## src/rtl/serial_seq_pkg.sv

```systemverilog
// serial_seq_pkg: shared state encoding and sizing helper for the serial shift blocks
package serial_seq_pkg;
  typedef enum logic {IDLE, SHIFT} seq_state_e;
  function automatic int idx_width(input int w);
    return (w < 2) ? 1 : $clog2(w);
  endfunction
endpackage

```

## src/rtl/piso_register.sv

```systemverilog
// piso_register: parallel-in serial-out register with load, shift-enable and zero-fill
module piso_register #(
  parameter int WIDTH     = 8,
  parameter bit LSB_FIRST = 1
) (
  input  logic             clk,
  input  logic             rst,
  input  logic             load_i,
  input  logic             shift_i,
  input  logic [WIDTH-1:0] data_i,
  output logic             so_o
);
  logic [WIDTH-1:0] sr_q, sr_d;
  always_comb begin
    sr_d = load_i ? data_i : shift_i ? (LSB_FIRST ? sr_q >> 1 : sr_q << 1) : sr_q;
  end
  always_ff @(posedge clk) begin
    if (rst) sr_q <= '0;
    else     sr_q <= sr_d;
  end
  assign so_o = LSB_FIRST ? sr_q[0] : sr_q[WIDTH-1];
endmodule

```

## src/rtl/serial_shift_sequencer.sv

```systemverilog
// serial_shift_sequencer: handshake-fed controller that streams words out of a PISO register
module serial_shift_sequencer
  import serial_seq_pkg::*;
#(
  parameter int WIDTH     = 8,
  parameter bit LSB_FIRST = 1,
  localparam int IW       = idx_width(WIDTH)
) (
  input  logic             clk,
  input  logic             rst,
  input  logic [WIDTH-1:0] data_in,
  input  logic             load_valid,
  output logic             load_ready,
  input  logic             hold,
  output logic             so,
  output logic             so_valid,
  output logic             frame_start,
  output logic             frame_done,
  output logic             busy,
  output logic [IW-1:0]    bit_idx
);
  seq_state_e    state_q, state_d;
  logic [IW-1:0] bit_idx_q, bit_idx_d;
  logic          last, accept, shift_en;
  always_comb begin
    last       = bit_idx_q == IW'(WIDTH - 1);
    shift_en   = state_q == SHIFT && !hold;
    load_ready = state_q == IDLE || (last && !hold);
    accept     = load_valid && load_ready;
    state_d    = accept ? SHIFT : (shift_en && last) ? IDLE : state_q;
    bit_idx_d  = accept ? '0 : shift_en ? (last ? '0 : bit_idx_q + IW'(1)) : bit_idx_q;
  end
  always_ff @(posedge clk) begin
    if (rst) begin
      state_q   <= IDLE;
      bit_idx_q <= '0;
    end else begin
      state_q   <= state_d;
      bit_idx_q <= bit_idx_d;
    end
  end
  // a reload on the last-bit edge takes priority over the shift inside the register
  piso_register #(.WIDTH(WIDTH), .LSB_FIRST(LSB_FIRST)) u_piso (
    .clk    (clk),
    .rst    (rst),
    .load_i (accept),
    .shift_i(shift_en),
    .data_i (data_in),
    .so_o   (so)
  );
  assign so_valid    = shift_en;
  assign frame_start = shift_en && bit_idx_q == '0;
  assign frame_done  = shift_en && last;
  assign busy        = state_q == SHIFT;
  assign bit_idx     = bit_idx_q;
endmodule

```

## config.mk

```make
export PLATFORM = sky130hd
export DESIGN_NAME = serial_shift_sequencer
export DESIGN_NICKNAME = d
export VERILOG_FILES = /design/src/rtl/serial_seq_pkg.sv /design/src/rtl/piso_register.sv /design/src/rtl/serial_shift_sequencer.sv
export SDC_FILE = /design/constraint.sdc
export NUM_CORES = 1
export LEC_CHECK = 0
export ABC_AREA = 1
export CORE_MARGIN = 2
export CORE_UTILIZATION = 39
export DETAILED_ROUTE_END_ITERATION = 8
export PLACE_DENSITY = 0.73
export SYNTH_ARGS = -nofsm -noshare
export SYNTH_HDL_FRONTEND = slang
export SYNTH_SLANG_ARGS = --single-unit
```

## constraint.sdc

```tcl
create_clock -name clk -period 1.3 [get_ports clk]
set_clock_uncertainty 0.15 [all_clocks]
set_input_delay 0.26 -clock clk [delete_from_list [all_inputs] [get_ports clk]]
set_output_delay 0.26 -clock clk [all_outputs]
set_load 0.02 [all_outputs]
```

---- Word-level counts from Yosys, hierarchy flattened ----
Cells that the tools add are included.
storage, ports and cells
  register bits ........................... 12
  output and inout bits ................... 9
  word-level logic and storage cells ...... 22
cells by class
  $add $sub $neg .......................... 1
  equality and inequality tests ........... 1
  multiplexer cells ....................... 5
  bitwise operators ....................... 1
  reductions and logical operators ........ 11
operator list
  cell                 count
  $mux 8               2
  $logic_and 1x1->1    5
  $reduce_bool 2->1    2
  $add 3x1->3 const B  1
  $eq 3x3->1 const B   1
  $logic_not 3->1      1
  $mux 3               1
  $mux 1               2
  $reduce_or 2->1      1
  $logic_not 1->1      1
  $logic_or 1x1->1     1
  $not 1->1            1

---- Depth between registers and ports, before layout ----
Gate-level depths: netlist (run 1).
  depth after elaboration ................. 5
  mapped depth ............................ 8
  mapped depth without buffers ............ 8

---- Cells and area by module ----
Synthesis (run 1) repeated with hierarchy kept, for this count alone.
second synthesis, totals
  cell total of the unflattened synthesis .. 103
  area, all modules ....................... 671.9 um^2
modules (own cells, without submodules)
  module                  times used  cells an instance  area each (um^2)  sequential area each (um^2)
  piso_register           1           63                 406.6             160.2
  serial_shift_sequencer  1           40                 265.3             80.1

---- Worst setup path before layout (run 1) ----
OpenSTA, ideal clock, no wires.
  path type ............................... reg2reg
  start point ............................. register bit_idx_q[1], in the netlist bit_idx[1]
  end point ............................... register u_piso.sr_q[0]
  setup time .............................. 132 ps
  arrival ................................. 1306 ps
  data required time ...................... 1018 ps
  setup slack ............................. -288 ps
  cell stages (with the launch flop) ...... 9
  period minus slack after synthesis ...... 1588 ps
  path through ............................ dfxtp_1 ha_1 ha_1 nand2_2 nand2_2 buf_4 nand3_1 nand2_1 a21oi_1
on the way
  cells in the longest elaborated chain, start to end .. 5
  elaborated cells on any way between the ends .. 6
RTL lines
  what                                                RTL line                      text
  start, declared                                     serial_shift_sequencer.sv:23  logic [IW-1:0] bit_idx_q, bit_idx_d;
  start signal, assigned                              serial_shift_sequencer.sv:39  bit_idx_q <= bit_idx_d;
  $eq 3x3->1 *                                        serial_shift_sequencer.sv:26  last = bit_idx_q == IW'(WIDTH - 1);
  $logic_and 1x1->1 *                                 serial_shift_sequencer.sv:28  load_ready = state_q == IDLE || (last && !hold);
  $logic_or 1x1->1 *                                  serial_shift_sequencer.sv:28
  named net load_ready                                serial_shift_sequencer.sv:13  output logic load_ready,
  $logic_and 1x1->1 *                                 serial_shift_sequencer.sv:29  accept = load_valid && load_ready;
  $mux 8 / $reduce_bool 2->1 (equally long branches)  n/a
  end signal, assigned                                piso_register.sv:19           else sr_q <= sr_d;
  end, declared                                       piso_register.sv:13           logic [WIDTH-1:0] sr_q, sr_d;
The timed path passes the listed nets; every way through them passes the cells marked *.
A chain may end at the register's enable or synchronous reset.

---- Worst setup path after layout (run 1) ----
  start point ............................. register bit_idx_q[1], in the netlist bit_idx[1]
  end point ............................... output frame_done
on the way
  cells in the longest elaborated chain, start to end .. 2
RTL lines
  what               RTL line                      text
  $eq 3x3->1         serial_shift_sequencer.sv:26
  $logic_and 1x1->1  serial_shift_sequencer.sv:53  assign frame_done = shift_en && last;
  end, declared      serial_shift_sequencer.sv:18  output logic frame_done,
No other way between the ends.

==> flow_summary.json, run 1 <==
{
  "placed_area_sq_um": 993,
  "yosys.cell_types.count": 14,
  "finalSetupViolCount": 18,
  "cp-end-kind": "output pin",
  "avgSynthCellArea_sq_um": 6.80,
  "antenna_left": 0,
  "critPathCapture": "frame_done",
  "hpwlAfterDp_microns": 1030,
  "synth-seq-area-share_pct": 36.4,
  "drive_gt1_share_pct": 37.7,
  "coreArea_sq_mm": 0.00154,
  "grt_use_met1_pct": 25.0,
  "status": "finished with violations",
  "hold_class": "reg2reg",
  "static-leakage-power_uw": 0.000495,
  "crit_path_start": "bit_idx[1]",
  "worstSkewPairLatency_ns": 0.28,
  "cp.arrival_ns": 1.21,
  "syn_to_final_growth_pct": 66.0,
  "grt_pass1_vias": 632,
  "first_pass_iters": 4,
  "synth_cells": 97,
  "rows": 14,
  "tightestPinTransition_ns": 0.423,
  "rsz0062_at_grt": "true",
  "cp_data_required_time_ns": 0.89,
  "grt_max_degree": 12,
  "htreeDepth": 1,
  "totalWireLength_microns": 1610,
  "cts.sinks": 12,
  "nNetsFinal": 146,
  "maxCapViolations": 0,
  "p_per_area_mw_per_mm2": 820,
  "top_usage_layer": "met2",
  "drc": 0,
  "drtIter0Drc": 13,
  "pre_cts_slack_ns": -0.735,
  "violations": "setup timing",
  "overflow": 0,
  "min_period_over_period_pct": 124,
  "reg2reg_depth": 9,
  "clkTransAtPathRegs_ns": 0.08,
  "io_buffers": 20,
  "worstSetupStartpointType": "flip-flop",
  "cts_made_buffers": 3,
  "io_pins": 21,
  "reg2reg_from": "bit_idx[1]",
  "ctsHoldBuffers": 0,
  "worstPathMaxFanout": 3,
  "synth.ff_latch_count": 12,
  "cts_setup_buffers": 0,
  "gr-usage-met2_pct": 27.4,
  "maxSlewViolCount": 0,
  "drt-vias-per-instance": 4.77,
  "synth_nets": 112,
  "peakVddDrop_mv": 0.511,
  "diodes": 0,
  "critical_path_class": "reg2out",
  "grt_antenna_before_repair": 0,
  "tritoncts": "yes",
  "layout_min_cycle_time_ns": 1.62,
  "reg2reg_to": "u_piso.sr_q[6]",
  "r2r_slack_ns": -0.25,
  "seq_area_sq_um": 253,
  "clockBufferDepth": 2,
  "synth_area_sq_um": 659,
  "fill_cells": 130,
  "vias": 697,
  "synth_warnings": 0,
  "place_congestion": 0.766,
  "multi_input_area_sq_um": 424,
  "worst_slack_ns": -0.318,
  "hold_viol": 0,
  "fp.dieW_microns": 45.1,
  "final_area_sq_mm": 0.00109,
  "slew_headroom_pct": 71.7,
  "grt_use_met3_pct": 2.40,
  "grt_pass1_wl_microns": 2700,
  "fmax_mhz": 618,
  "routedWlPerCell_microns": 11.0,
  "die_h_microns": 45.1,
  "root_buffer": "clkbuf_4",
  "die-area_sq_mm": 0.00204,
  "start_util_pct": 42.8,
  "grt_usage_pct": 18.3
}
==> layout make-up <==
cell class	count	area share, %
tap	16	1.83
multi-input combinational	67	38.7
sequential	12	23.1
clock buffer	4	2.40
timing repair buffer	34	29.3
inverter	13	4.69
==> worst max-delay path: stages, from the launching register on <==
cell and delay (ns):
dfxtp_4 0.37, ha_4 0.16, ha_4 0.16, inv_2 0.07, nor2_4 0.04, buf_4 0.14
==> where the power goes <==
| part | switching, uW | total, uW | internal [uW] |
|---|---|---|---|
| sequential | 14.4 | 404 | 389 |
| clock | 131 | 250 | 119 |
| combinational | 125 | 244 | 119 |
| total | 270 | 897 | 627 |
==> layout by cell type, fill, tap and decap left out <==
cell / instances
clkbuf_4: 3
inv_1: 9
clkdlybuf4s50_1: 10
buf_4: 11
inv_4: 1
ha_4: 2
nand2_1: 25
nand2_2: 3
dfxtp_1: 8
nand2_4: 2
clkbuf_1: 1
dfxtp_4: 3
ha_2: 1
buf_2: 1
nand3_1: 18
dlygate4sd2_1: 1
dfxtp_2: 1
nor2_4: 2
a21oi_2: 3
inv_2: 3
buf_6: 11
nand2_8: 2
a21oi_1: 9
==> sequential cells by signal (all words and copies together) (netlist names) <==
name         cells
busy             1
u_piso.sr_q      8
bit_idx          3
==> stage by stage <==
step / hold slack, ns / TNS (ns) / utilization (%) / instances / power, uW
2_1_floorplan: 0.275 / -1.25 / - / 97 / 536
3_3_place_gp: 0.314 / -7.58 / 64.4 / 141 / 622
3_5_place_dp: 0.321 / -7.58 / 64.4 / 141 / 624
4_1_cts: 0.330 / -3.85 / 69.2 / 146 / 894
5_1_grt: 0.342 / -4.44 / 71.0 / 146 / 934
6_report: 0.328 / -3.34 / 71.0 / 146 / 897
==> Yosys cell counts <==
cell,count,area share [%]
nand2_1,27,15
nand3_1,18,14
a21oi_1,12,9.1
dfxtp_1,12,36
inv_1,11,6.3
ha_1,3,5.7
nand2_2,3,2.8
buf_2,2,1.5
buf_6,2,3.4
inv_2,2,1.1
nor2_1,2,1.1
buf_1,1,0.57
buf_4,1,1.1
nand2_4,1,1.7
==> worst min path at each step <==
stage	startpoint	end	slack, ns	depth (start not counted)
global route	u_piso.sr_q[6]	u_piso.sr_q[6]	0.34	2
finish	u_piso.sr_q[5]	u_piso.sr_q[5]	0.33	2
global placement	u_piso.sr_q[6]	u_piso.sr_q[6]	0.31	2
CTS	u_piso.sr_q[5]	u_piso.sr_q[5]	0.33	2
floorplan	data_in[7]	u_piso.sr_q[7]	0.27	2
detailed placement	u_piso.sr_q[5]	u_piso.sr_q[5]	0.32	2
==> routing by layer <==
metal	vias up	routed length, microns	share of wire (%)
met1	301	748	46
met3	4	77	4.8
met4	0	28	1.7
met5	-	0	0
met2	19	757	47
li1	373	-	-
==> what timing repair did <==
item,CTS,global route
hold endpoints to repair,0,0
pin swaps,1,6
resized for setup,59,10
endpoints found under the setup margin,21,20
gates cloned,1,0
==> cell families (layout without fill, tap and decap cells) <==
logic type	count (synthesis)	after routing	synth area share, %
and+or+nand+nor	51	52	34.7
adders and majority gates	3	3	5.69
buffers and inverters	19	51	14.0
AOI/OAI and AO/OA	12	12	9.11
DFF	12	12	36.4
(Power assumes the default switching activity.)
==> inputs of run 2 (changes only) <==
--- a/config.mk
+++ b/config.mk
@@ -8,6 +8,7 @@
 export ABC_AREA = 1
 export CORE_MARGIN = 2
 export CORE_UTILIZATION = 39
+export CTS_BUF_LIST = sky130_fd_sc_hd__clkbuf_8 sky130_fd_sc_hd__clkbuf_16
 export DETAILED_ROUTE_END_ITERATION = 8
 export PLACE_DENSITY = 0.73
 export SYNTH_ARGS = -nofsm -noshare
==> run 2 against run 1 <==
- the run still ends with setup timing left
- critical path depth is the same
- worst setup slack better by 0.032 ns
- sequential share of layout area down 0.10 points
- sequential cell count unchanged
- utilization rose by 0.32 points
- maximum frequency rose by 2.0%
- non-clock buffer count grew 2
- cell area is 0.46% higher
- highest routed layer unchanged
==> flow_summary.json, run 2 (synthesis gave the netlist of run 1 again) <==
{
  "rows": 14,
  "hold_path_depth": 2,
  "rsz0062_at_grt": "true",
  "final_common_cell": "nand2_1",
  "fin_setup_tns_ns": -3.36,
  "drive_gt1_share_pct": 37.9,
  "reg2reg_to": "bit_idx[0]",
  "static-leakage-power_uw": 0.000512,
  "crit_path_max_incr_delay_ns": 0.36,
  "status": "finished with violations",
  "violations": "setup timing",
  "reg2reg_from": "bit_idx[1]",
  "tightestPinTransition_ns": 0.341,
  "seq_area_sq_um": 253,
  "worstSetupStartpointType": "flip-flop",
  "first_pass_iters": 6,
  "totalWireLength_microns": 1670,
  "io_pins": 21,
  "overflow": 0,
  "grt_usage_pct": 18.2,
  "cp.arrival_ns": 1.18,
  "critPathCapture": "load_ready",
  "cts_made_buffers": 3,
  "drtIter0Drc": 7,
  "fill_cells": 126,
  "critical_path_class": "reg2out",
  "drt-vias-per-instance": 4.90,
  "worstSkewPairLatency_ns": 0.24,
  "die_h_microns": 45.1,
  "nNetsFinal": 148,
  "regMostFlops": "u_piso.sr_q",
  "utilization_pct": 71.3,
  "cp_data_required_time_ns": 0.89,
  "clockBufferDepth": 2,
  "routedWlPerCell_microns": 11.3,
  "cts.sinks": 12,
  "die-area_sq_mm": 0.00204,
  "syn_to_final_growth_pct": 66.8,
  "layout_min_cycle_time_ns": 1.59,
  "hold_start": "u_piso.sr_q[4]",
  "diodes": 0,
  "fp.dieW_microns": 45.1,
  "final_cell_mix": "nand2_1 (26), nand3_1 (18), buf_4 (16), a21oi_1 (10), clkdlybuf4s50_1 (10)",
  "reg2reg_depth": 8,
  "clkTransAtPathRegs_ns": 0.06,
  "antenna_left": 0,
  "ctsHoldBuffers": 0,
  "grt_pass1_vias": 636,
  "vias": 725,
  "slew_headroom_pct": 77.2,
  "cp_slowest_cell": "dfxtp_4",
  "worst_slack_ns": -0.286,
  "peakVddDrop_mv": 0.642,
  "io_buffers": 20,
  "maxCapViolations": 0,
  "hold_class": "reg2reg",
  "worstPathMaxFanout": 3,
  "p_per_area_mw_per_mm2": 896,
  "grt_max_degree": 12,
  "hold_viol": 0,
  "largest_register_ffs": 8,
  "maxSlewViolCount": 0,
  "tritoncts": "yes",
  "cp-end-kind": "output pin",
  "grt_antenna_before_repair": 0,
  "multi_input_area_sq_um": 414,
  "crit_path_start": "bit_idx[1]",
  "start_util_pct": 42.8,
  "min_period_over_period_pct": 122,
  "coreArea_sq_mm": 0.00154,
  "place_congestion": 0.766,
  "hpwlAfterDp_microns": 1030,
  "root_buffer": "clkbuf_8",
  "finalSetupViolCount": 16,
  "r2r_slack_ns": -0.24,
  "grt_pass1_wl_microns": 2660,
  "fmax_mhz": 631,
  "crit_path_cell_trace": "ha_4 > ha_4 > nand2_2 > nand2_2 > buf_6",
  "htreeDepth": 1,
  "drc": 0
}
==> run 2: worst min path at each step <==
| stage | endpoint | slack, ns |
|---|---|---|
| after floorplan | u_piso.sr_q[7] | 0.27 |
| after global placement | u_piso.sr_q[6] | 0.31 |
| after detailed placement | u_piso.sr_q[5] | 0.32 |
| after CTS | u_piso.sr_q[5] | 0.33 |
| after global routing | u_piso.sr_q[6] | 0.34 |
| final | u_piso.sr_q[4] | 0.33 |
==> run 2: what timing repair did <==
action | CTS | global route
gates cloned | 1 | 0
setup endpoints to repair | 21 | 19
endpoints found under the hold margin | 0 | 0
resized for setup | 54 | 7
pin swaps | 7 | 0
setup buffers | 2 | 0
==> run 2: worst max-delay path, delay by kind of cell, from the launching register on <==
family / cells / cell delay [ns]
buf+inv: 1 / 0.13
simple gates: 2 / 0.12
flops: 1 / 0.36
fa+ha+maj: 2 / 0.33
==> run 2: final cells by class <==
class,count,area share [%]
Inverter,13,5.12
Clock buffer,3,3.75
Clock inverter,1,0.341
Multi-Input combinational cell,67,37.7
Tap cell,16,1.82
Timing Repair Buffer,36,28.3
Sequential cell,12,23.0
==> run 2: per-stage QoR <==
| step | instance area, sq um | cells | hold WS, ns | power [uW] | setup WS (ns) |
|---|---|---|---|---|---|
| 2_1_floorplan | 716 | 97 | 0.275 | 536 | -0.106 |
| 3_3_place_gp | 993 | 141 | 0.314 | 622 | -0.732 |
| 3_5_place_dp | 993 | 141 | 0.321 | 624 | -0.735 |
| 4_1_cts | 1090 | 148 | 0.327 | 990 | -0.283 |
| 5_1_grt | 1100 | 148 | 0.339 | 1030 | -0.316 |
| 6_report | 1100 | 148 | 0.326 | 985 | -0.286 |
==> run 2: routing by layer <==
layer	part of all wire, %	wire length (microns)	GRT usage, %	vias to the layer above
li1	-	-	-	375
met1	47	778	21.4	332
met2	47	787	31.1	16
met3	5.1	85	2.40	2
met4	1.1	19	10.6	0
met5	0	0	0	-
==> run 2: where the power goes <==
part | leakage (uW) | switching [uW] | internal [uW] | total [uW]
logic | 0.000384 | 120 | 114 | 234
clock network | 0.0000269 | 139 | 208 | 347
registers | 0.000101 | 14.3 | 390 | 404
==> inputs of run 3 (changes only) <==
--- a/config.mk
+++ b/config.mk
@@ -10,6 +10,7 @@
 export CORE_UTILIZATION = 39
 export CTS_BUF_LIST = sky130_fd_sc_hd__clkbuf_8 sky130_fd_sc_hd__clkbuf_16
 export DETAILED_ROUTE_END_ITERATION = 8
+export GPL_TIMING_DRIVEN = 1
 export PLACE_DENSITY = 0.73
 export SYNTH_ARGS = -nofsm -noshare
 export SYNTH_HDL_FRONTEND = slang
==> results of run 3 <==
The final DEF is identical to that of run 2; final timing and power are the same.
==> edit 1, RTL diff (settings of run 1) <==
Reset style: asynchronous (`rst`), changed in 2 clocked blocks.
--- a/src/rtl/piso_register.sv
+++ b/src/rtl/piso_register.sv
@@ -15,5 +15,5 @@
     sr_d = load_i ? data_i : shift_i ? (LSB_FIRST ? sr_q >> 1 : sr_q << 1) : sr_q;
   end
-  always_ff @(posedge clk) begin
+  always_ff @(posedge clk or posedge rst) begin
     if (rst) sr_q <= '0;
     else     sr_q <= sr_d;
--- a/src/rtl/serial_shift_sequencer.sv
+++ b/src/rtl/serial_shift_sequencer.sv
@@ -31,5 +31,5 @@
     bit_idx_d  = accept ? '0 : shift_en ? (last ? '0 : bit_idx_q + IW'(1)) : bit_idx_q;
   end
-  always_ff @(posedge clk) begin
+  always_ff @(posedge clk or posedge rst) begin
     if (rst) begin
       state_q   <= IDLE;
Check against the original RTL: differs if rst is asserted again (counterexample within 4 cycles, from zero or initial values and one cycle with rst high); with rst held inactive, the same outputs for 10 cycles.
==> edit 1 against run 1 <==
- the flow still finishes with violations (negative setup slack)
- sequential cell count is the same
- worst setup slack worse by 94 ps
- cell area grew 16%
- count of clock-buffer cells in the layout unchanged
- synthesized area up 8.5%
- core utilization rose by 2.5 points
- first-iteration DRC count grew 23%
- cell count grew 12%
- wire length rose by 17%
- critical path type unchanged
Power is not compared: it rests on default switching activity, and its combinational part moved more than twofold at a synthesized area within 25%.
==> edit 1: results (changes against run 1) <==
Largest Register u_piso.sr_q; drt wl/cell 11.6 um (+5.0%); met2 Use GR 35.3% (+7.9 points); synth unique cells 13 (-1); Iteration-0 DRC Markers 16 (+3); Yosys Warn Count 0 (unchanged); Post-Syn Nets 114 (+1.8%); failing checks negative setup slack; clock latency at the later pin of the worst-skew pair between 200 and 300 ps; share of synthesized registers carrying an async set or reset 100% (+100 points); Slew @ Worst Pin 621 ps (+198 ps); Root Buffer clkbuf_4; initial antenna violation count 0 (unchanged); nets 154 (+5.5%); Worst Path Max Fanout 3 (unchanged); Slowest cell on crit path dfrtp_2; Most Used Layer, Global Route met2; largest stage delay on the critical path 440 ps (+70 ps); H-tree depth 1 (unchanged); Hold Path Class input port to asynchronous set/reset pin; # diodes 0 (unchanged); met1 usage 23.8% (-1.2 points); Fillers 145 (+12%); delay-heaviest family, CP flip-flops; setup TNS -4470 ps (-1130 ps); max reg flops 8 (unchanged); outcome complete, but fails checks; top cells by count, synth nand2_1 (39), nand3_1 (18), inv_1 (13); R2R depth 9 (unchanged); worst vdd ir just over 1 mV; Setup WS post-layout -412 ps (-93.9 ps); Final Setup Violations 20 (+2); worst setup path startpoint bit_idx[0]; clock buffer count from CTS 3 (unchanged); Lkg Pwr 0.657 nW; GPL Wtd Cong 0.790 (+3.2%); CP arrival 1300 ps (+90 ps); via count 758 (+8.8%); I/O Buffers 20 (unchanged); vias in the first global route 712 (+13%); hpwl dp 1.23 mm (+20%); gr usage total 20.0% (+1.7 points); M3 GR Usage 2.31% (-0.092 points); Sw Pwr between 1 and 1.5 mW; clk slew on worst S/H paths 80 ps (about the same); first-pass GRT wire length 3.05 mm (+13%); sequential element share of the synthesized area 42.0% (+5.5 points); largest cells by area after synthesis dfrtp_1 (42%), nand2_1 (20%), nand3_1 (13%), inv_1 (6.8%), ha_1 (5.2%); first-pass iteration count of the detailed router 4 (unchanged); fraction of layout cells with a size suffix above 1 42.8% (+5.1 points); largest net degree at the start of global routing 13 (+1); clock tree buffer depth 2 (unchanged); dominant synthesized flop cell dfrtp_1
edit 1: power by group through the flow:
| stage | Combinational [mW] | Clock [mW] | Sequential, mW |
|---|---|---|---|
| floorplan | 0.610 | 0 | 0.768 |
| global placement | 1.14 | 0 | 0.665 |
| detailed placement | 1.18 | 0 | 0.678 |
| CTS | 1.47 | 0.241 | 0.681 |
| global route | 1.63 | 0.271 | 0.708 |
| finish | 1.49 | 0.241 | 0.689 |
edit 1: routing by layer:
| metal | part of all wire, % | wire [um] |
|---|---|---|
| met5 | 0 | 0 |
| met3 | 3.9 | 74 |
| met4 | 1.4 | 27 |
| met2 | 54 | 1020 |
| met1 | 40 | 765 |
edit 1: cell type report:
cell class                 count  area (um^2)  share of cell area (%)
clock buffer                   4         26.3                    2.07
sequential                    12          304                    24.0
timing repair buffer          38          369                    29.1
inverter                      15         58.8                    4.64
multi-input combinational     69          479                    37.8
tap                           25         31.3                    2.47
edit 1: repair_timing:
| item | 4_1_cts | 5_1_grt |
|---|---|---|
| endpoints found under the setup margin | 21 | 20 |
| pin swaps | 8 | 1 |
| resized for setup | 76 | 4 |
| gates cloned | 2 | 0 |
| buffers inserted | 4 | 1 |
| hold buffers | 0 | 0 |
| endpoints found under the hold margin | 0 | 0 |
edit 1: final timing paths:
path / end / slack, ps
min in group clk: u_piso.sr_q[7] / 360
hold / removal: bit_idx[1] / 120
hold reg to reg: u_piso.sr_q[7] / 360
setup reg to reg: u_piso.sr_q[0] / -340
setup / recovery: load_ready / -410
max in group asynchronous: bit_idx[0] / 710
edit 1: kinds of logic (layout without fill, tap and decap cells):
| family | after synthesis | in the layout | share of synthesized area (%) |
|---|---|---|---|
| buf+inv | 20 | 57 | 13.8 |
| fa+ha+maj | 3 | 3 | 5.25 |
| flops | 12 | 12 | 42.0 |
| compound gates | 1 | 1 | 0.699 |
| simple gates | 63 | 65 | 38.3 |
edit 1: through the flow:
stage / setup slack (ps) / instances / hold WS [ps] / instance area, um^2
6_report: -412 / 163 / 117 / 1270
4_1_cts: -416 / 163 / 121 / 1260
3_3_place_gp: -745 / 153 / 335 / 1090
3_5_place_dp: -771 / 153 / 344 / 1090
2_1_floorplan: -189 / 99 / -25.5 / 783
5_1_grt: -461 / 163 / 131 / 1270
edit 1: worst reg2reg max path, stage by stage, from the launching register on:
cell and delay (ps):
dfrtp_2 440, ha_4 180, ha_4 160, nand2_4 60, nand2_4 60, buf_8 160, nand2_8 90, nand2_2 50
nand2_1 80, nand2_1 80
==> edit 2, RTL diff (config.mk and constraints of run 1) <==
Made on the original files. `WIDTH` is set to 8 in 2 places; all go to 6.
--- a/src/rtl/piso_register.sv
+++ b/src/rtl/piso_register.sv
@@ -1,5 +1,5 @@
 // piso_register: parallel-in serial-out register with load, shift-enable and zero-fill
 module piso_register #(
-  parameter int WIDTH     = 8,
+  parameter int WIDTH     = 6,
   parameter bit LSB_FIRST = 1
 ) (
--- a/src/rtl/serial_shift_sequencer.sv
+++ b/src/rtl/serial_shift_sequencer.sv
@@ -3,5 +3,5 @@
   import serial_seq_pkg::*;
 #(
-  parameter int WIDTH     = 8,
+  parameter int WIDTH     = 6,
   parameter bit LSB_FIRST = 1,
   localparam int IW       = idx_width(WIDTH)
Ports: changed (resized data_in); port bits go from 21 to 19. The function was not compared with the original's and may differ.
==> edit 2 against run 1 <==
- the run still ends with negative setup slack left
- synthesized area shrank 23%
- sequential cell count down 2
- total power shrank 7.9%
- cell area fell by 17%
- hold slack got worse by 15 ps
- count of clock-buffer cells in the layout stayed put
- worst setup slack gained 110 ps
- wire length is 16% lower
- maximum frequency up 7.5%
- via count shrank 14%
- critical endpoint is now frame_start
==> edit 2: results (changes against run 1) <==
R2R setup slack -20 ps (+230 ps); sequential element share of the synthesized area 39.5% (+3.1 points); hold path endpoint u_piso.sr_q[5]; hpwl dp 899 um (-12%); Sw Pwr 231 uW (-14%); outcome complete, but fails checks; fraction of layout cells with a size suffix above 1 42.0% (+4.3 points); nets 123 (-16%); clock latency at the later pin of the worst-skew pair roughly 270 ps; Root Buffer clkbuf_4; share of synthesized registers carrying an async set or reset 0% (unchanged); Slew @ Worst Pin 245 ps (-178 ps); Hold Path Class flop to flop; vias in the first global route 516 (-18%); largest net degree at the start of global routing 9 (-3); Setup crit end frame_start; clock buffer count from CTS 3 (unchanged); wl on met1 565 um (-24%); placed insts 120 (-15%); Remaining Overflow, GRT 0 (unchanged); GPL Wtd Cong 0.755 (-1.4%); Routed WL 1.35 mm (-16%); Iteration-0 DRC Markers 13 (unchanged); max reg flops 6 (-2); first-pass iteration count of the detailed router 4 (unchanged); Fillers 93 (-28%); Worst Path Max Fanout 2 (-1); first-pass GRT wire length 1.95 mm (-28%); routed wl met2 696 um (-8.1%); gr usage total 18.8% (+0.49 points); via count 597 (-14%); worst vdd ir 0.656 mV (+28%); post-CTS setup repair buffer count 1 (+1); CP arrival 1090 ps (-120 ps); Max Used Layer met4; R2R depth 9 (unchanged); synth unique cells 15 (+1); I/O Buffers 18 (-10%); Setup WS post-layout -205 ps (+113 ps); Final Setup Violations 6 (-12); post-cts sizing count 58 (-1.7%); largest stage delay on the critical path about 360 ps; syn avg cell area 6.41 um^2 (-5.6%); HP Start u_piso.sr_q[5]; Placement Cell Area 798 um^2 (-20%); Reg2Reg Launch Point bit_idx[2]; worst setup path startpoint busy; Lkg Pwr 0.416 nW (-16%); Reg2Reg Capture Point u_piso.sr_q[3]; routed vias/inst 4.74 (-0.75%); initial antenna violation count 0 (unchanged); delay-heaviest family, CP flip-flops; largest cells by area after synthesis dfxtp_1 (40%), nand2_1 (20%), inv_1 (8.1%), a21oi_1 (7.9%), nand3_1 (6.9%); H-tree depth 1 (unchanged); Post-Syn Nets 89 (-21%); Met3 Wirelength 76 um (-1.3%); failing checks negative setup slack; top cells by count, synth nand2_1 (27), inv_1 (11), dfxtp_1 (10)
-- edit 2: cell types whose count changed after synthesis, sizes merged, moves of 3 or more --
cell	before	now
buf	6	2
nand3	18	7
a21oi	12	8
nor2	2	5
ha	3	0
-- edit 2: metrics by stage --
step | total power [mW] | setup TNS (ps) | setup slack, ps | util, % | hold slack (ps)
floorplan | 0.434 | -499 | -151 | - | 278
global placement | 0.523 | -7670 | -769 | 69.0 | 301
detailed placement | 0.525 | -8150 | -820 | 69.0 | 304
CTS | 0.823 | -795 | -217 | 75.3 | 315
global route | 0.863 | -1350 | -261 | 78.2 | 332
finish | 0.826 | -774 | -205 | 78.2 | 314
-- edit 2: power by group through the flow --
stage,Clock [mW],Sequential (mW),Combinational [mW]
final,0.286,0.335,0.205
after global routing,0.303,0.336,0.224
after CTS,0.294,0.335,0.194
after detailed placement,0,0.343,0.183
after global placement,0,0.342,0.181
after floorplan,0,0.352,0.0822
-- edit 2: cells by family after synthesis --
kind of cell,after synthesis,share of synthesized area (%)
AO/OA/AOI/OAI,9,8.89
buffers and inverters,15,11.9
flip-flops,10,39.5
multiplexers,1,1.98
AND/OR/NAND/NOR,44,37.8
-- edit 2: area by class of cell --
class / instances / area share (%)
multi-input combinational: 54 / 34.3
timing repair buffer: 31 / 30.8
sequential: 10 / 23.2
inverter: 13 / 5.67
clock buffer: 4 / 4.01
tap: 14 / 1.94
-- edit 2: worst register-to-register path: stages, from the launching register on --
cell     delay [ps]
dfxtp_4         380
nand2_2          60
inv_2            60
nand2_2          50
nand2_2          80
buf_6           150
nand2_8          70
nand2_1          70
nand2_1          60
a21oi_2         120
-- edit 2: layer usage --
layer,global-route usage [%],vias up
li1,-,310
met1,20.7,265
met2,32.3,18
met3,5.00,4
met4,10.3,0
met5,0,-
